[src/rtl/menu_text_overlay.sv]
// Menu text overlay: maps the pixel stream onto text ROM addresses and
// composites font ROM pixels over the background, with a typewriter reveal.
module menu_text_overlay #(
  parameter int          XPOS          = 64,
  parameter int          YPOS          = 128,
  parameter int          CHAR_W        = 8,
  parameter int          CHAR_H        = 16,
  parameter logic [11:0] TEXT_RGB      = 12'hFFF,
  parameter int          REVEAL_FRAMES = 2
) (
  input  logic        clk,
  input  logic        rst,
  input  logic [10:0] hcount_in,
  input  logic [10:0] vcount_in,
  input  logic        hsync_in,
  input  logic        vsync_in,
  input  logic        hblnk_in,
  input  logic        vblnk_in,
  input  logic [11:0] rgb_in,
  input  logic        start,
  input  logic        reveal_en,
  output logic [7:0]  char_xy,
  output logic [3:0]  char_line,
  input  logic [7:0]  char_pixels,
  output logic        reveal_done,
  output logic [10:0] hcount_out,
  output logic [10:0] vcount_out,
  output logic        hsync_out,
  output logic        vsync_out,
  output logic        hblnk_out,
  output logic        vblnk_out,
  output logic [11:0] rgb_out
);
  localparam int XB = $clog2(CHAR_W);
  localparam int YB = $clog2(CHAR_H);
  localparam int FW = (REVEAL_FRAMES > 1) ? $clog2(REVEAL_FRAMES) : 1;
  localparam int VW = 38;
  localparam logic [10:0] X_LO = 11'(XPOS);
  localparam logic [10:0] X_HI = 11'(XPOS + 128);
  localparam logic [10:0] Y_LO = 11'(YPOS);
  localparam logic [10:0] Y_HI = 11'(YPOS + 256);

  typedef enum logic [1:0] {
    IDLE   = 2'd0,
    REVEAL = 2'd1,
    DONE   = 2'd2
  } state_t;

  state_t        state_q, state_d;
  logic [8:0]    reveal_cnt_q, reveal_cnt_d;
  logic [FW-1:0] frame_cnt_q, frame_cnt_d;

  logic [7:0]    char_xy_q, char_xy_d;
  logic [3:0]    line1_q, line1_d;
  logic [3:0]    char_line_q, char_line_d;
  logic [XB-1:0] bit1_q, bit1_d;
  logic [XB-1:0] bit2_q, bit2_d;
  logic [XB-1:0] bit3_q, bit3_d;
  logic          in_box1_q, in_box1_d;
  logic          in_box2_q, in_box2_d;
  logic          in_box3_q, in_box3_d;
  logic          ren1_q, ren1_d;
  logic          vis2_q, vis2_d;
  logic          vis3_q, vis3_d;
  logic [VW-1:0] vid1_q, vid1_d;
  logic [VW-1:0] vid2_q, vid2_d;
  logic [VW-1:0] vid3_q, vid3_d;

  logic [6:0]    rel_x;
  logic [7:0]    rel_y;
  logic          in_box;
  logic          frame_tick;
  logic          visible;
  logic          pixel;
  logic [11:0]   rgb3;

  assign char_xy   = char_xy_q;
  assign char_line = char_line_q;
  assign {hcount_out, vcount_out, hsync_out, vsync_out,
          hblnk_out, vblnk_out, rgb3} = vid3_q;

  // Box-relative coordinates; the range test uses the raw counts so left of the box never wraps in
  always_comb begin
    rel_x      = 7'(hcount_in - X_LO);
    rel_y      = 8'(vcount_in - Y_LO);
    in_box     = (hcount_in >= X_LO) && (hcount_in < X_HI) &&
                 (vcount_in >= Y_LO) && (vcount_in < Y_HI);
    frame_tick = (hcount_in == '0) && (vcount_in == '0);
    visible    = ~ren1_q | (state_q == DONE) |
                 ({1'b0, char_xy_q} < reveal_cnt_q);
  end

  // Three-stage pixel pipeline matching text ROM then registered font ROM latency
  always_comb begin
    char_xy_d   = in_box ? {rel_y[YB +: 4], rel_x[XB +: 4]} : char_xy_q;
    line1_d     = rel_y[YB-1:0];
    bit1_d      = rel_x[XB-1:0];
    in_box1_d   = in_box;
    ren1_d      = reveal_en;
    char_line_d = line1_q;
    bit2_d      = bit1_q;
    in_box2_d   = in_box1_q;
    vis2_d      = visible;
    bit3_d      = bit2_q;
    in_box3_d   = in_box2_q;
    vis3_d      = vis2_q;
    vid1_d      = {hcount_in, vcount_in, hsync_in, vsync_in,
                   hblnk_in, vblnk_in, rgb_in};
    vid2_d      = vid1_q;
    vid3_d      = vid2_q;
  end

  // Reveal FSM next state; a start pulse always wins over a frame tick
  always_comb begin
    state_d      = state_q;
    reveal_cnt_d = reveal_cnt_q;
    frame_cnt_d  = frame_cnt_q;
    unique case (state_q)
      IDLE: begin
        reveal_cnt_d = '0;
        frame_cnt_d  = '0;
        if (start) state_d = REVEAL;
      end
      REVEAL: begin
        if (start) begin
          reveal_cnt_d = '0;
          frame_cnt_d  = '0;
        end else if (frame_tick) begin
          if (frame_cnt_q == FW'(REVEAL_FRAMES - 1)) begin
            frame_cnt_d  = '0;
            reveal_cnt_d = reveal_cnt_q + 9'd1;
            if (reveal_cnt_q == 9'd255) state_d = DONE;
          end else begin
            frame_cnt_d = frame_cnt_q + FW'(1);
          end
        end
      end
      DONE: begin
        if (start) begin
          state_d      = REVEAL;
          reveal_cnt_d = '0;
          frame_cnt_d  = '0;
        end
      end
      default: state_d = IDLE;
    endcase
  end

  // Outputs: reveal status and the final glyph-over-background mux
  always_comb begin
    reveal_done = (state_q == DONE);
    pixel       = in_box3_q & ~hblnk_out & ~vblnk_out & vis3_q &
                  char_pixels[~bit3_q];
    rgb_out     = pixel ? TEXT_RGB : rgb3;
  end

  // State and pipeline registers
  always_ff @(posedge clk) begin
    if (rst) begin
      state_q      <= IDLE;
      reveal_cnt_q <= '0;
      frame_cnt_q  <= '0;
      char_xy_q    <= '0;
      line1_q      <= '0;
      char_line_q  <= '0;
      bit1_q       <= '0;
      bit2_q       <= '0;
      bit3_q       <= '0;
      in_box1_q    <= 1'b0;
      in_box2_q    <= 1'b0;
      in_box3_q    <= 1'b0;
      ren1_q       <= 1'b0;
      vis2_q       <= 1'b0;
      vis3_q       <= 1'b0;
      vid1_q       <= '0;
      vid2_q       <= '0;
      vid3_q       <= '0;
    end else begin
      state_q      <= state_d;
      reveal_cnt_q <= reveal_cnt_d;
      frame_cnt_q  <= frame_cnt_d;
      char_xy_q    <= char_xy_d;
      line1_q      <= line1_d;
      char_line_q  <= char_line_d;
      bit1_q       <= bit1_d;
      bit2_q       <= bit2_d;
      bit3_q       <= bit3_d;
      in_box1_q    <= in_box1_d;
      in_box2_q    <= in_box2_d;
      in_box3_q    <= in_box3_d;
      ren1_q       <= ren1_d;
      vis2_q       <= vis2_d;
      vis3_q       <= vis3_d;
      vid1_q       <= vid1_d;
      vid2_q       <= vid2_d;
      vid3_q       <= vid3_d;
    end
  end
endmodule

[config.mk]
export PLATFORM = sky130hd
export DESIGN_NAME = menu_text_overlay
export DESIGN_NICKNAME = d
export VERILOG_FILES = /design/src/rtl/menu_text_overlay.sv
export SDC_FILE = /design/constraint.sdc
export NUM_CORES = 1
export LEC_CHECK = 0
export BUFFER_PORTS_ARGS = -buffer_cell sky130_fd_sc_hd__buf_2
export CAP_MARGIN = 15
export CORE_UTILIZATION = 35
export DETAILED_ROUTE_END_ITERATION = 10
export GPL_TIMING_DRIVEN = 0
export PLACE_DENSITY_LB_ADDON = 0.3
export SLEW_MARGIN = 0
export SYNTH_ARGS = -nofsm -noshare
export SYNTH_HDL_FRONTEND = slang
export SYNTH_SLANG_ARGS = --single-unit
[constraint.sdc]
create_clock -name clk -period 2.1 [get_ports clk]
set_input_delay 0 -clock clk [delete_from_list [all_inputs] [get_ports clk]]
set_output_delay 0 -clock clk [all_outputs]
set_load 0.01 [all_outputs]
==> impl_metrics.env, run 1 <==
export IMPL_status="finished clean"
export IMPL_via_per_inst=4.205
export IMPL_critPathLaunchType="input pin"
export IMPL_worstSetupPathType="input pin to flip-flop"
export IMPL_place_congestion=0.8500
export IMPL_tritoncts="done"
export IMPL_crit_slowest_cell="dlygate4sd3_1"
export IMPL_wire_per_inst_um=12.66
export IMPL_p_total_uw=6359
export IMPL_grt_pass1_vias=3379
export IMPL_cts_root_buf="clkbuf_16"
export IMPL_gr_total_overflow=0
export IMPL_area_growth_pct=37.95
export IMPL_slew_violations=0
export IMPL_die_h_um=118.8
export IMPL_rrSetupSlack_ps=220
export IMPL_min_period_over_period_pct=97.50
export IMPL_crit_top_cell="or4_4"
export IMPL_ioPinCount=101
export IMPL_grt_setup_unrepaired="true"
export IMPL_track_usage_pct=15.16
export IMPL_yosysSeqAreaShare_pct=58.75
export IMPL_clk_pin_slew_ps=60
export IMPL_fin_nets=660
export IMPL_ant_nets=0
export IMPL_synth_area_mm2=0.004771
export IMPL_numCtsBuffers=17
export IMPL_setup_viol=0
export IMPL_max_stage_delay_ps=560
export IMPL_synth_top_area_share_pct=58.75
export IMPL_critPathMaxFanout=5
export IMPL_portBuffers=100
export IMPL_row_count=42
export IMPL_drive_gt1_share_pct=28.06
export IMPL_die_area_mm2=0.01410
export IMPL_worst_pin_slew_ps=533.0
export IMPL_yosysWarnings=0
export IMPL_syn_avg_cell_area_um2=10.82
export IMPL_grt_max_degree=17
export IMPL_crit_chain="dlygate4sd3_1 > buf_2 > or4_4 > and4bb_4 > nand3_4 > or4_4 > o41ai_2"
export IMPL_routed_wl_mm=9.987
export IMPL_critPathCaptureType="flip-flop"
export IMPL_slew_headroom_pct=64.47
export IMPL_p_per_area_mw_per_mm2=966.2
export IMPL_synth_cell_types=43
export IMPL_clock_path_buffers=2
export IMPL_diodes=0
export IMPL_fmax_mhz=488.4
export IMPL_insertion_delay_ps=410
export IMPL_worst_slack_ps=52.46
export IMPL_route_vias_total=3318
export IMPL_finalClockSkew_ps=8.215
export IMPL_leakage_uw=0.002907
export IMPL_start_util_pct=36.03
export IMPL_pre_cts_ws_ps=96.16
export IMPL_placed_cell_area_mm2=0.005492
export IMPL_drt_pass1_iterations=4
export IMPL_antenna_found_initial=0
export IMPL_core_mm2=0.01324
export IMPL_place_hpwl_mm=7.123
export IMPL_yosysTopAreaCell="dfxtp_1"
export IMPL_stdcell_area_mm2=0.006581
export IMPL_synthTopCellsByArea="dfxtp_1 (59%), nor2b_1 (16%), buf_4 (4.1%)"
export IMPL_syn_nets=500
export IMPL_worstHoldPathType="input pin to flip-flop"
export IMPL_grt_pass1_wl_mm=16.37
export IMPL_ir_drop_uv=518.4
export IMPL_period_needed_ps=2048
export IMPL_cp_required_ps=2420
export IMPL_ys_ff_latch=140
export IMPL_clock_sinks=140
export IMPL_h_tree_depth=4
export IMPL_fin_setup_tns_ps=0
export IMPL_drtIter0Drc=139
export IMPL_finalHoldViolations=0
export IMPL_netlist_instances=441
export IMPL_arrival_ps=2360
export IMPL_route_detailed_drc=0
export IMPL_drv_cap=0
export IMPL_chipWidth_um=118.8
export IMPL_whs_ps=125.8
export IMPL_nFillCells=1246
==> per-stage QoR <==
step | utilization (%) | instances
after floorplan | - | 441
after global placement | 41.47 | 717
after detailed placement | 41.47 | 717
after CTS | 49.55 | 788
after global routing | 49.70 | 789
final | 49.70 | 789
==> power breakdown <==
group	internal, µW	switching, µW
sequential	2750	22.5
combinational	189	145
clock	2150	1100
==> logic make-up after synthesis <==
group                      Yosys count  synth area share (%)
and+or+nand+nor                    186                 24.05
AOI/OAI and AO/OA                   37                 5.140
adders and majority gates            9                 2.360
muxes                               11                 2.859
xor gates and xnor gates             2                0.3672
buffers and inverters               56                 6.478
DFF                                140                 58.75
==> final cells by class <==
| cell class | count | area, µm² | area share (%) |
|---|---|---|---|
| Clock inverter | 12 | 209.0 | 3.175 |
| Tap cell | 176 | 220.2 | 3.346 |
| Multi-Input combinational cell | 245 | 1674 | 25.44 |
| Sequential cell | 140 | 2806 | 42.64 |
| Timing Repair Buffer | 141 | 908.4 | 13.80 |
| Buffer | 45 | 279.0 | 4.240 |
| Inverter | 11 | 41.29 | 0.6274 |
| Clock buffer | 19 | 442.9 | 6.730 |
==> cells in the final DEF, fill, tap and decap left out, drive strengths merged, types with 9 or more instances in the layout <==
cell         instances
dlygate4sd3         40
buf                131
dfxtp              140
nor2                13
inv                 15
nand2b              14
nor2b              124
ha                   9
o21ai                9
clkbuf              34
==> routing by layer <==
metal	track usage (%)	wire, µm	part of all wire, %	up-vias
li1	-	-	-	1736
met1	16.39	4272	43	1477
met2	26.17	4996	50	81
met3	4.295	422	4.2	24
met4	9.177	295	3.0	0
met5	0	0	0	-
==> path summary, 6_finish.rpt <==
check                           cells after the start               to          from
worst min-delay path                                5       char_xy[0]  hcount_in[8]
worst max register to register                      5  reveal_cnt_q[7]    state_q[0]
worst max-delay path                                7  reveal_cnt_q[7]  vcount_in[9]
worst min register to register                      1        bit2_q[1]     bit1_q[1]
==> Yosys cell counts, drive strengths merged <==
cell / instances
a32oi: 1
nand3: 5
o41ai: 3
nor4bb: 1
mux2i: 8
inv: 11
nor4b: 1
o32ai: 1
and3: 1
and4: 1
nor3: 6
or3: 1
nand2: 7
a21o: 2
ha: 9
o211ai: 3
and3b: 1
or2: 1
nand4: 1
or4: 5
nor4: 3
a21oi: 8
and4bb: 1
a211o: 2
nor2: 13
buf: 29
o21ai: 9
nand2b: 14
dfxtp: 140
o22ai: 2
mux2: 1
a31oi: 3
o21a: 1
mux4: 2
clkbuf: 16
xnor2: 2
a211oi: 2
nor2b: 124
==> what timing repair did <==
item | 4_1_cts | 5_1_grt
pin swaps | 0 | 1
hold buffers | 40 | 0
endpoints found under the hold margin | 50 | 0
setup endpoints to repair | 10 | 13
setup buffers | 0 | 1
gates resized for setup | 6 | 5
==> registers in the layout, summed over array words and instances, names as in the netlist, 2 cells and up <==
| signal | flops |
|---|---|
| bit1_q | 2 |
| bit2_q | 2 |
| bit3_q | 2 |
| char_line | 3 |
| char_line_d | 3 |
| char_xy | 8 |
| reveal_cnt_q | 9 |
| state_q | 2 |
| vid1_q | 33 |
| vid2_q | 33 |
| vid3_q | 36 |
==> critical path: cells and delay by family <==
family | cells | cell delay, ps
buffers and inverters | 2 | 700
AOI/OAI and AO/OA | 1 | 190
and+or+nand+nor | 4 | 1470
(Power assumes the default switching activity.)
==> run 2: changes to the inputs <==
==> constraint.sdc (replaced) <==
create_clock -name clk -period 1.8 [get_ports clk]
set_input_delay 0 -clock clk [delete_from_list [all_inputs] [get_ports clk]]
set_output_delay 0 -clock clk [all_outputs]
set_load 0.05 [all_outputs]
==> run 2 against run 1 <==
Critical path depth is 1 lower. Total power up 19%. The run now ends with negative setup slack left. Final area increased by 3.2%. Highest routed layer unchanged. Largest power group unchanged. Via count up 2.0%.
==> impl_metrics.env, run 2 (synthesis gave the netlist of run 1 again) <==
export IMPL_h_tree_depth=4
export IMPL_core_mm2=0.01324
export IMPL_stdcell_count=793
export IMPL_finalHoldViolations=0
export IMPL_pre_cts_ws_ps=-252.3
export IMPL_drv_cap=0
export IMPL_switching_share_pct=21.01
export IMPL_min_period_over_period_pct=112.8
export IMPL_clkPwrFrac_pct=50.5
export IMPL_reg_largest_list="vid3_q x36, vid1_q x33, vid2_q x33"
export IMPL_crit_chain="mux4_2 > mux2_4 > nand2_8 > buf_12 > nand2b_4 > buf_6"
export IMPL_start_util_pct=36.03
export IMPL_mostFrequentLayoutCell="dfxtp_1"
export IMPL_area_growth_pct=42.36
export IMPL_max_stage_delay_ps=490
export IMPL_placed_cell_area_mm2=0.005492
export IMPL_cts_root_buf="clkbuf_16"
export IMPL_cp_required_ps=1800
export IMPL_ir_drop_uv=608.0
export IMPL_route_detailed_drc=0
export IMPL_period_needed_ps=2031
export IMPL_tritoncts="done"
export IMPL_wire_per_inst_um=13.16
export IMPL_failed_checks="negative setup slack"
export IMPL_arrival_ps=2030
export IMPL_critPathMaxFanout=5
export IMPL_intPower_uw=5953
export IMPL_clock_path_buffers=2
export IMPL_hold_path_depth=5
export IMPL_critical_path_buf_inv_count=2
export IMPL_finalClockSkew_ps=7.170
export IMPL_p_total_uw=7536
export IMPL_min_from="vcount_in[10]"
export IMPL_dp_cells=717
export IMPL_drive_gt1_share_pct=30.96
export IMPL_insertion_delay_ps=410
export IMPL_grt_setup_unrepaired="true"
export IMPL_r2r_end="state_q[1]"
export IMPL_grt_pass1_wl_mm=16.71
export IMPL_crit_start="bit3_q[0]"
export IMPL_seqPwrFrac_pct=42.9
export IMPL_worstHoldPathType="input pin to flip-flop"
export IMPL_gr_total_overflow=0
export IMPL_crit_slowest_cell="mux4_2"
export IMPL_slew_headroom_pct=42.84
export IMPL_critPathLaunchType="flip-flop"
export IMPL_clk_pin_slew_ps=60
export IMPL_die_h_um=118.8
export IMPL_fmax_mhz=492.5
export IMPL_portBuffers=100
export IMPL_grt_max_degree=17
export IMPL_stdcell_area_mm2=0.006792
export IMPL_holdPathEnd="char_xy[0]"
export IMPL_fin_setup_tns_ps=-2617
export IMPL_r2r_start="reveal_cnt_q[1]"
export IMPL_chipWidth_um=118.8
export IMPL_row_count=42
export IMPL_worst_slack_ps=-230.6
export IMPL_diodes=0
export IMPL_route_vias_total=3385
export IMPL_worstSetupPathType="flip-flop to output port"
export IMPL_power_frac_comb_pct=6.6
export IMPL_ioPinCount=101
export IMPL_place_congestion=0.8500
export IMPL_slew_violations=0
export IMPL_final_cell_mix="dfxtp_1 (137), nor2b_1 (123), buf_2 (89)"
export IMPL_drt_pass1_iterations=4
export IMPL_routed_wl_mm=10.44
export IMPL_grt_pass1_vias=3438
export IMPL_path_delay_family="multiplexers"
export IMPL_clock_sinks=140
export IMPL_leakage_uw=0.002960
export IMPL_critPathCaptureType="output port"
export IMPL_p_per_area_mw_per_mm2=1110
export IMPL_reg2reg_depth=7
export IMPL_setup_viol=12
export IMPL_ant_nets=0
export IMPL_via_per_inst=4.269
export IMPL_die_area_mm2=0.01410
export IMPL_largest_reg_flops=36
export IMPL_track_usage_pct=15.58
export IMPL_rrSetupSlack_ps=130
export IMPL_place_hpwl_mm=7.123
export IMPL_status="complete, but fails checks"
export IMPL_power_switching_uw=1583
export IMPL_antenna_found_initial=0
export IMPL_drtIter0Drc=136
export IMPL_top_register="vid3_q"
export IMPL_numCtsBuffers=17
export IMPL_fin_nets=664
export IMPL_worst_pin_slew_ps=845.9
==> run 2: worst max-delay path by stage <==
stage | cells after the start | endpoint | slack [ps]
floorplan | 5 | rgb_out[10] | -50
global placement | 6 | rgb_out[8] | -200
detailed placement | 6 | rgb_out[10] | -250
CTS | 6 | rgb_out[10] | -290
global route | 6 | rgb_out[5] | -290
finish | 6 | rgb_out[5] | -230
==> run 2: what timing repair did <==
action | in CTS | in global routing
gates resized for setup | 36 | 19
buffers inserted | 1 | 4
endpoints found under the setup margin | 15 | 19
pin swaps | 0 | 0
hold buffers | 40 | 0
gates cloned | 1 | 0
endpoints found under the hold margin | 49 | 0
==> run 2: layout make-up <==
type / instances / area [µm²]
Inverter: 11 / 41.29
Multi-Input combinational cell: 245 / 1759
Timing Repair Buffer: 146 / 1028
Clock buffer: 19 / 442.9
Tap cell: 176 / 220.2
Clock inverter: 12 / 209.0
Buffer: 44 / 281.5
Sequential cell: 140 / 2809
Fill cell: 1233 / 6451
==> run 2: per-stage QoR <==
step                hold slack, ps  utilization [%]
global route                 92.44            51.29
floorplan                    79.31                -
finish                       93.34            51.29
global placement             208.7            41.47
CTS                          71.61            50.39
detailed placement           214.4            41.47
==> run 2: tightest hold or removal path: stages <==
cell	delay, ps
buf_2	90
or4_4	120
nor4_1	60
mux2i_1	110
nor2_1	80
==> run 2: per-layer routing <==
| metal | GRT usage, % | share of wire [%] | vias up |
|---|---|---|---|
| li1 | - | - | 1744 |
| met1 | 16.78 | 41 | 1512 |
| met2 | 27.52 | 51 | 100 |
| met3 | 4.006 | 4.6 | 29 |
| met4 | 8.940 | 3.3 | 0 |
| met5 | 0 | 0 | - |
==> run 2: power groups by stage <==
stage | combinational (µW) | clock [µW] | sequential (µW)
2_1_floorplan | 259 | 0 | 3310
3_3_place_gp | 400 | 0 | 3300
3_5_place_dp | 405 | 0 | 3300
4_1_cts | 490 | 3890 | 3240
5_1_grt | 533 | 4020 | 3240
6_report | 494 | 3810 | 3230
